==> src/rtl/mem_port_arbiter.sv <==
// Two-requester arbiter sharing one req/gnt/rvalid memory port between the I-cache (port 0)
// and D-cache (port 1); one transaction in flight, with a watchdog that forces an error response.
module mem_port_arbiter #(
   parameter int PRIORITY_MODE = 0,
   parameter int TIMEOUT       = 256
) (
   input  logic        clk,
   input  logic        reset,

   input  logic [31:0] p0_addr_i,
   input  logic [31:0] p0_wdata_i,
   input  logic        p0_we_i,
   input  logic [3:0]  p0_be_i,
   input  logic        p0_req_i,
   output logic        p0_gnt_o,
   output logic        p0_rvalid_o,
   output logic [31:0] p0_rdata_o,
   output logic        p0_error_o,

   input  logic [31:0] p1_addr_i,
   input  logic [31:0] p1_wdata_i,
   input  logic        p1_we_i,
   input  logic [3:0]  p1_be_i,
   input  logic        p1_req_i,
   output logic        p1_gnt_o,
   output logic        p1_rvalid_o,
   output logic [31:0] p1_rdata_o,
   output logic        p1_error_o,

   output logic [31:0] mem_addr_o,
   output logic [31:0] mem_wdata_o,
   output logic        mem_we_o,
   output logic [3:0]  mem_be_o,
   output logic        mem_req_o,
   input  logic [31:0] mem_rdata_i,
   input  logic        mem_gnt_i,
   input  logic        mem_rvalid_i,
   input  logic        mem_error_i
);

   localparam int WD_W = (TIMEOUT > 0) ? $clog2(TIMEOUT + 1) : 1;
   localparam logic [WD_W-1:0] WD_LAST = (TIMEOUT > 0) ? WD_W'(TIMEOUT - 1) : '0;

   typedef enum logic [1:0] {
      S_IDLE,
      S_REQ,
      S_WAIT
   } state_t;

   state_t          state;
   logic            owner;
   logic            last_owner;
   logic [31:0]     cap_addr;
   logic [31:0]     cap_wdata;
   logic            cap_we;
   logic [3:0]      cap_be;
   logic [WD_W-1:0] wd;

   logic            winner;
   logic            timeout_hit;
   logic            gnt_fire;
   logic            resp_fire;
   logic [31:0]     resp_data;
   logic            resp_err;

   // last_owner resets to 1 so port 0 wins the first contention in round-robin mode
   always_comb begin
      winner = 1'b0;
      if (p0_req_i && p1_req_i) begin
         winner = (PRIORITY_MODE == 1) ? 1'b0 : ~last_owner;
      end else if (p1_req_i) begin
         winner = 1'b1;
      end
   end

   always_comb begin
      timeout_hit = (TIMEOUT != 0) && (state == S_WAIT) && !mem_rvalid_i && (wd == WD_LAST);
      gnt_fire    = (state == S_REQ) && mem_gnt_i;
      resp_fire   = (state == S_WAIT) && (mem_rvalid_i || timeout_hit);
      resp_data   = mem_rvalid_i ? mem_rdata_i : '0;
      resp_err    = mem_rvalid_i ? mem_error_i : 1'b1;
   end

   always_ff @(posedge clk) begin
      if (reset) begin
         state      <= S_IDLE;
         owner      <= 1'b0;
         last_owner <= 1'b1;
         cap_addr   <= '0;
         cap_wdata  <= '0;
         cap_we     <= 1'b0;
         cap_be     <= '0;
         wd         <= '0;
      end else begin
         case (state)
            S_IDLE: begin
               if (p0_req_i || p1_req_i) begin
                  owner     <= winner;
                  cap_addr  <= winner ? p1_addr_i  : p0_addr_i;
                  cap_wdata <= winner ? p1_wdata_i : p0_wdata_i;
                  cap_we    <= winner ? p1_we_i    : p0_we_i;
                  cap_be    <= winner ? p1_be_i    : p0_be_i;
                  state     <= S_REQ;
               end
            end
            S_REQ: begin
               if (mem_gnt_i) begin
                  last_owner <= owner;
                  wd         <= '0;
                  state      <= S_WAIT;
               end
            end
            S_WAIT: begin
               if (mem_rvalid_i || timeout_hit) begin
                  state <= S_IDLE;
               end else begin
                  wd <= wd + WD_W'(1);
               end
            end
            default: state <= S_IDLE;
         endcase
      end
   end

   always_comb begin
      mem_req_o   = (state == S_REQ);
      mem_addr_o  = cap_addr;
      mem_wdata_o = cap_wdata;
      mem_we_o    = cap_we;
      mem_be_o    = cap_be;
   end

   always_comb begin
      p0_gnt_o    = gnt_fire && !owner;
      p1_gnt_o    = gnt_fire && owner;
      p0_rvalid_o = resp_fire && !owner;
      p1_rvalid_o = resp_fire && owner;
      p0_rdata_o  = (resp_fire && !owner) ? resp_data : '0;
      p1_rdata_o  = (resp_fire && owner) ? resp_data : '0;
      p0_error_o  = resp_fire && !owner && resp_err;
      p1_error_o  = resp_fire && owner && resp_err;
   end

endmodule
==> config.mk <==
export PLATFORM = sky130hd
export DESIGN_NAME = mem_port_arbiter
export DESIGN_NICKNAME = d
export VERILOG_FILES = /design/src/rtl/mem_port_arbiter.sv
export SDC_FILE = /design/constraint.sdc
export NUM_CORES = 1
export LEC_CHECK = 0
export ABC_AREA = 1
export CAP_MARGIN = 10
export CORE_AREA = 2 2 123 125
export DETAILED_ROUTE_END_ITERATION = 10
export DIE_AREA = 0 0 125 127
export PLACE_DENSITY = 0.77
export SLEW_MARGIN = 20
export SYNTH_ARGS = -nofsm -noshare
export SYNTH_HDL_FRONTEND = slang
export SYNTH_SLANG_ARGS = --single-unit
==> constraint.sdc <==
create_clock -name clk -period 1.9 [get_ports clk]
set_input_delay 0.285 -clock clk [delete_from_list [all_inputs] [get_ports clk]]
set_output_delay 0.285 -clock clk [all_outputs]
set_load 0.01 [all_outputs]
==> summary.md, run 1 <==
| Metric | Value |
|---|---|
| Asr flop ratio synth | `0%` |
| GR peak layer | `met2` |
| Pin count of the biggest net entering global routing | `59` |
| Routed WL per cell | `about 14 um` |
| Total CTS buffers | `9` |
| Hold path cells | `4` |
| Switching share of total power | `~28%` |
| Fillers | `between 1000 and 1500` |
| Cell total after placement | `about 1200` |
| Num ports | `~320` |
| Hold path start | `reset` |
| RSZ-0062 raised after global routing | `yes` |
| Clk buf depth | `2` |
| Setup slack, reg-to-reg | `about 0.040 ns` |
| Vias per cell | `approximately 4.5` |
| Mapped cell area | `approximately 0.0047 mm2` |
| Worst-Skew Late Latency | `between 0.3 and 0.4 ns` |
| Synth area leaders | `dfxtp_1 35%, nand2_1 18%, inv_1 12%` |
| Leakage | `between 4 and 5 nW` |
| Pwr Density | `roughly 590 mW/mm2` |
| Critical R2R Capture | `wd[2]` |
| Routed WL | `approximately 18000 um` |
| Area leader, netlist | `dfxtp_1` |
| MaxCap Viol Count | `0` |
| Achievable Freq | `roughly 400 MHz` |
| Final worst slack | `-0.601 ns` |
| Util after Layout | `61.3%` |
| Die ar. | `about 0.016 mm2` |
| Comb pwr share | `between 20% and 30%` |
| Synthesized netlist cell count | `763` |
| Area after DPL | `between 0.008 and 0.009 mm2` |
| Tot GR Track Use | `around 22%` |
| Syn nets | `~940` |
| Min cycle time layout | `2.50 ns` |
| Initial core utilization | `32.7%` |
| First-pass GRT wire length | `approximately 28000 um` |
| Crit share post-route | `132%` |
| Layout cell share with drive strength beyond 1 | `between 10% and 20%` |
| Max VDD drop | `around 0.48 mV` |
| Yosys cell types | `25` |
| Core area | `~0.014 mm2` |
| IO buf count | `316` |
| H-Tree Depth | `3` |
| Worst Hold Path EP | `wd[0]` |
| Post-synthesis register bit count | `82` |
| Slew @ Worst Pin | `0.535 ns` |
| Post-route DRC | `0` |
| Dominant synthesized flop cell | `dfxtp_1` |
| CP arrival | `about 2.2 ns` |
| Clk_skew | `0.00583 ns` |
| Status | `finished with violations` |
| Setup violators final | `between 60 and 70` |
| CP startpoint kind | `register` |
| # nets final | `around 1300` |
| Dpl ws | `-0.608 ns` |
| Internal power | `roughly 3.8 mW` |
| Diodes inserted | `0` |
| Grt ovf | `0` |
| Setup crit end kind | `output port` |
| Cts hold-fix bufs | `0` |
| Kind of critical path | `register to output port` |
| Clock Power Share | `a little over a third` |
| Clk sinks | `82` |
| Max-slew violations | `0` |
| GRT met2 Usage | `between 30 and 40%` |
| TNS Setup | `-34.86 ns` |
| Synth top cells by count | `226 x nand2_1, 147 x inv_1, 82 x dfxtp_1, 76 x a21oi_1, 75 x o21ai_0` |
| Total power | `approximately 5.3 mW` |
| Post-synth EDFFs | `0` |
| Design Area, Final | `slightly below 0.009 mm2` |
| ANT nets after route | `0` |
| Failing checks | `negative setup slack` |
| Critical Path RT | `1.62 ns` |
| Initial antenna violation count | `0` |
| Synth top area share | `around a third` |
| Initial drt markers | `around 280` |
| CTS tree | `done` |
| Path depth of the worst reg2reg path | `12` |
| Ys Warns | `0` |
| CP max FO | `4` |
| Post-DP HPWL | `about 13000 um` |
| Post-Syn Area per Cell | `about 6.2 um2` |
| Row count | `44` |
| Clk Tree Root Cell | `clkbuf_16` |
| Final Wtd Congestion | `between 0.8 and 0.9` |
| Area Growth Syn to Fin | `87.7%` |
| Total number of vias | `5826` |
| First drt pass iteration count | `4` |
| Met3 Use GR | `roughly 5%` |
| Worst Hold Class | `input port to register` |
| Sw power | `1.48 mW` |
| RR Startpoint | `wd[0]` |
| DIE HEIGHT | `between 100 and 150 um` |
| Register share of total power | `36.9%` |
| Clk slew on worst S/H paths | `approximately 0.06 ns` |
| GR Layer Usage met1 | `24.8%` |
| Most frequent cell after synthesis | `nand2_1` |
| Die width | `125 um` |
| Final hold vios | `0` |
| Sequential share of the synthesized area | `between 30% and 40%` |
| Slew HR | `between 60% and 70%` |
| Hold slack | `about 0.3 ns` |
| Vias in the first global route | `~5400` |
| Non-Filler Instances | `between 1000 and 1500` |
-- final cells by class --
type | instances | area (um2) | area share [%]
clock buffers | 11 | 253 | 2.86
clock inverters | 5 | 60.1 | 0.679
inverters | 149 | 562 | 6.35
multi-input cells | 483 | 2380 | 26.9
flip-flops and latches | 82 | 1640 | 18.6
well taps | 184 | 230 | 2.60
repair buffers | 370 | 3720 | 42.0
-- state kept, by name, summed over array words and instances, names as in the netlist --
signal,count
mem_be_o,4
mem_we_o,1
owner,1
state,2
last_owner,1
mem_addr_o,32
mem_wdata_o,32
wd,9
-- placed cells by master, fill, tap and decap left out, drive strengths merged --
| cell | instances |
|---|---|
| a21oi | 78 |
| buf | 121 |
| bufinv | 1 |
| clkbuf | 11 |
| clkdlybuf4s15 | 3 |
| clkdlybuf4s50 | 244 |
| clkinv | 2 |
| clkinvlp | 1 |
| dfxtp | 82 |
| dlygate4sd2 | 2 |
| ha | 2 |
| inv | 150 |
| nand2 | 228 |
| nand3 | 71 |
| nand4 | 1 |
| nor2 | 21 |
| nor3 | 2 |
| o21a | 2 |
| o21ai | 77 |
| or2 | 1 |
-- critical path, stage by stage, from the launching register on --
cell and delay (ns):
dfxtp_2 0.35, ha_4 0.16, nand3_4 0.08, nor2_4 0.10
nand2_2 0.06, nor2_2 0.08, ha_2 0.21, o21ai_4 0.08
nor2_4 0.15, buf_12 0.13, buf_12 0.11, buf_16 0.11
nand3_2 0.07, inv_1 0.07, buf_2 0.12
-- how the worst max path moves through the flow --
| stage | cells past startpoint | end | slack, ns | startpoint |
|---|---|---|---|---|
| floorplan | 11 | p0_rdata_o[10] | -0.02 | wd[0] |
| global placement | 12 | p1_rdata_o[29] | -0.54 | wd[0] |
| detailed placement | 12 | p1_rdata_o[29] | -0.61 | wd[0] |
| CTS | 15 | p1_rdata_o[4] | -0.72 | wd[1] |
| global route | 14 | p0_rdata_o[13] | -0.71 | wd[0] |
| finish | 14 | p0_rdata_o[18] | -0.60 | wd[0] |
-- layer usage --
metal  part of all wire [%]  vias to the layer above
met3                    7.1                       42
met2                     50                      230
met1                     39                     2541
met5                      0                        -
li1                       -                     3013
met4                    3.5                        0
-- power groups by stage --
stage               clock [mW]  combinational, mW  sequential, mW
detailed placement           0               1.46            1.97
CTS                       1.88               1.50            1.94
global placement             0               1.45            1.97
global route              1.95               1.63            1.95
floorplan                    0              0.574            2.04
finish                    1.82               1.49            1.94
-- cell families (layout without fill, tap and decap cells) --
| group | after synthesis | after routing | share of synthesized area (%) |
|---|---|---|---|
| AO/OA/AOI/OAI | 157 | 157 | 17.0 |
| adder cells (fa/ha/maj) | 2 | 2 | 0.531 |
| buffers and inverters | 199 | 535 | 19.1 |
| AND/OR/NAND/NOR | 323 | 324 | 28.5 |
| flip-flops | 82 | 82 | 34.8 |
-- timing repair --
item / CTS / global route
gates cloned: 9 / 1
endpoints found under the setup margin: 70 / 77
gates resized for setup: 318 / 57
pin swaps: 8 / 9
buffers inserted: 12 / 4
Power figures use the tool's default switching activity.
==> run 2: changes to the inputs <==
CAP_MARGIN = unset   (was 10)
PLACE_DENSITY = 0.74   (was 0.77)
SLEW_MARGIN = unset   (was 20)
clock period = 3.23 ns   (was 1.9 ns; I/O delays follow)
==> summary.md, run 2 (synthesis gave the netlist of run 1 again) <==
| Metric | Value |
|---|---|
| Hold path cells | `2 (was 4)` |
| MaxCap Viol Count | `0 (unchanged)` |
| Non-Filler Instances | `1242 (was 1284)` |
| CP startpoint kind | `register (unchanged)` |
| Clk sinks | `82 (unchanged)` |
| CP most frequent cell | `nand3_1` |
| Pwr Density | `348 mW/mm2 (was 594 mW/mm2)` |
| Worst-Skew Late Latency | `0.34 ns (about the same)` |
| Cell total after placement | `1219 (was 1249)` |
| Layout cell share with drive strength beyond 1 | `4.25% (was 18.7%)` |
| Final worst slack | `0.135 ns (was -0.601 ns)` |
| IO buf count | `316 (unchanged)` |
| Routed WL per cell | `13.0 um (was 13.9 um)` |
| CTS tree | `done (unchanged)` |
| Hold path start | `mem_addr_o[21] (was reset)` |
| Die width | `125 um (unchanged)` |
| Core area | `0.0144 mm2 (unchanged)` |
| Worst Hold Path EP | `mem_addr_o[21] (was wd[0])` |
| Slew @ Worst Pin | `0.759 ns (was 0.535 ns)` |
| Num ports | `317 (unchanged)` |
| Most frequent cells in the layout | `288 x clkdlybuf4s50_1, 226 x nand2_1, 147 x inv_1 (was 244 x clkdlybuf4s50_1, 225 x nand2_1, 129 x inv_1)` |
| Leakage | `4.25 nW (was 4.19 nW)` |
| Final Wtd Congestion | `0.874 (was 0.870)` |
| Post-route DRC | `0 (unchanged)` |
| Clk_skew | `0.00777 ns (was 0.00583 ns)` |
| Slew HR | `49.4% (was 64.3%)` |
| Row count | `44 (unchanged)` |
| Initial antenna violation count | `0 (unchanged)` |
| Setup violators final | `0 (was 68)` |
| CP arrival | `2.61 ns (was 2.22 ns)` |
| ANT nets after route | `0 (unchanged)` |
| Largest stage delay, worst path | `0.54 ns (was 0.35 ns)` |
| Kind of critical path | `register to output port (unchanged)` |
| Die ar. | `0.0159 mm2 (unchanged)` |
| Diodes inserted | `0 (unchanged)` |
| Clk Tree Root Cell | `clkbuf_16 (unchanged)` |
| Total number of vias | `5546 (was 5826)` |
| CP max stage cell | `clkdlybuf4s50_1 (was dfxtp_2)` |
| Status | `finished clean (was finished with violations)` |
| CP delay by family, top | `buffers and inverters (was simple AND/OR/NAND/NOR gates)` |
| Vias in the first global route | `4841 (was 5357)` |
| H-Tree Depth | `3 (unchanged)` |
| RSZ-0062 raised after global routing | `yes (unchanged)` |
| Setup crit end kind | `output port (unchanged)` |
| CP max FO | `17 (was 4)` |
| First-pass GRT wire length | `24700 um (was 27700 um)` |
| Path depth of the worst reg2reg path | `11 (was 12)` |
| Routed WL | `16100 um (was 17800 um)` |
| Achievable Freq | `approximately 320 MHz` |
| RR Startpoint | `wd[0] (unchanged)` |
| Area Growth Syn to Fin | `75.9% (was 87.7%)` |
| Crit share post-route | `a little over nine tenths` |
| Design Area, Final | `0.00829 mm2 (was 0.00884 mm2)` |
| Min cycle time layout | `around 3.1 ns` |
| Initial core utilization | `32.7% (unchanged)` |
| Most common cell after layout, fill and taps aside | `clkdlybuf4s50_1 (unchanged)` |
| Post-DP HPWL | `11400 um (was 12500 um)` |
| TNS Setup | `0 ns (was -34.86 ns)` |
| Pin count of the biggest net entering global routing | `134 (was 59)` |
| Grt ovf | `0 (unchanged)` |
| Initial drt markers | `296 (was 277)` |
| Clk slew on worst S/H paths | `0.06 ns (about the same)` |
| Max VDD drop | `0.225 mV (was 0.475 mV)` |
| Worst Hold Class | `register to register (was input port to register)` |
| Max-slew violations | `0 (unchanged)` |
| Cts hold-fix bufs | `0 (unchanged)` |
| Buf/Inv on CP | `3 (was 5)` |
| Clk buf depth | `2 (unchanged)` |
| Setup slack, reg-to-reg | `1.36 ns (was 0.04 ns)` |
| Critical R2R Capture | `wd[0] (was wd[2])` |
| Area after DPL | `0.00786 mm2 (was 0.00816 mm2)` |
| DIE HEIGHT | `127 um (unchanged)` |
| Vias per cell | `4.47 (was 4.54)` |
| First drt pass iteration count | `5 (was 4)` |
| # nets final | `1232 (was 1274)` |
| Final hold vios | `0 (unchanged)` |
| Hold slack | `0.461 ns (was 0.299 ns)` |
| Tot GR Track Use | `19.0% (was 21.6%)` |
| Critical-path cell list | `ha_2 > nand3_1 > nor2_2 > nand2_1 > nor2_1 > ha_1 > o21ai_2 > nor2_4 > clkbuf_16 > nand3_1 > inv_1 > clkdlybuf4s50_1 (was ha_4 > nand3_4 > nor2_4 > nand2_2 > nor2_2 > ha_2 > o21ai_4 > nor2_4 > buf_12 > buf_12 > buf_16 > nand3_2 > inv_1 > buf_2)` |
| Critical Path RT | `2.75 ns (was 1.62 ns)` |
| Total CTS buffers | `9 (unchanged)` |
| Dpl ws | `0.421 ns (was -0.608 ns)` |
## run 2: cell types whose count changed in the layout (fill, tap and decap cells not counted), sizes merged
cell           before  now
nand2             228  227
clkdlybuf4s15       3    0
dlygate4sd2         2    0
dlymetal6s2s        0   26
buf               121   13
bufinv              1    0
clkbuf             11   14
clkdlybuf4s50     244  288
## run 2: worst max path at each step
stage | startpoint | to | cells after the start | slack [ns]
detailed placement | wd[0] | p1_rdata_o[8] | 12 | 0.42
global placement | wd[0] | p1_rdata_o[8] | 12 | 0.51
CTS | wd[0] | p1_rdata_o[8] | 12 | 0.05
finish | wd[0] | p1_rdata_o[12] | 12 | 0.14
floorplan | wd[0] | p0_rdata_o[22] | 11 | 1.11
global route | wd[0] | p1_rdata_o[7] | 12 | -0.05
## run 2: power by group
part	internal, mW	switching [mW]
clock	0.543	0.415
combinational	0.428	0.363
sequential	1.10	0.0435
total	2.07	0.821
## run 2: layer usage
layer  vias up  track usage, %  share of wire [%]
met5         -               0                  0
met4         0            6.21                1.8
met3        19            5.19                6.8
met2       186            33.8                 50
met1      2423            22.1                 42
li1       2918               -                  -
## run 2: repair_timing
| item | 4_1_cts | 5_1_grt |
|---|---|---|
| resized for setup | 0 | 30 |
| buffers inserted | 0 | 5 |
| setup endpoints to repair | 0 | 66 |
## run 2: metrics by stage
stage / utilization (%) / power (mW)
final: 57.5 / 2.89
after global routing: 57.5 / 3.06
after CTS: 56.4 / 2.93
after detailed placement: 54.5 / 1.96
after global placement: 54.5 / 1.95
after floorplan: - / 1.53
## run 2: cell type report
type | count | area [um2]
Clock buffer | 12 | 246
Clock inverter | 4 | 26.3
Fill cell | 1385 | 6130
Inverter | 149 | 562
Multi-Input combinational cell | 482 | 2180
Sequential cell | 82 | 1640
Tap cell | 184 | 230
Timing Repair Buffer | 329 | 3400
## run 2: worst min-delay path, stage by stage (launching register included)
cell     delay [ns]
dfxtp_1        0.31
nand2_1        0.06
a21oi_1        0.05
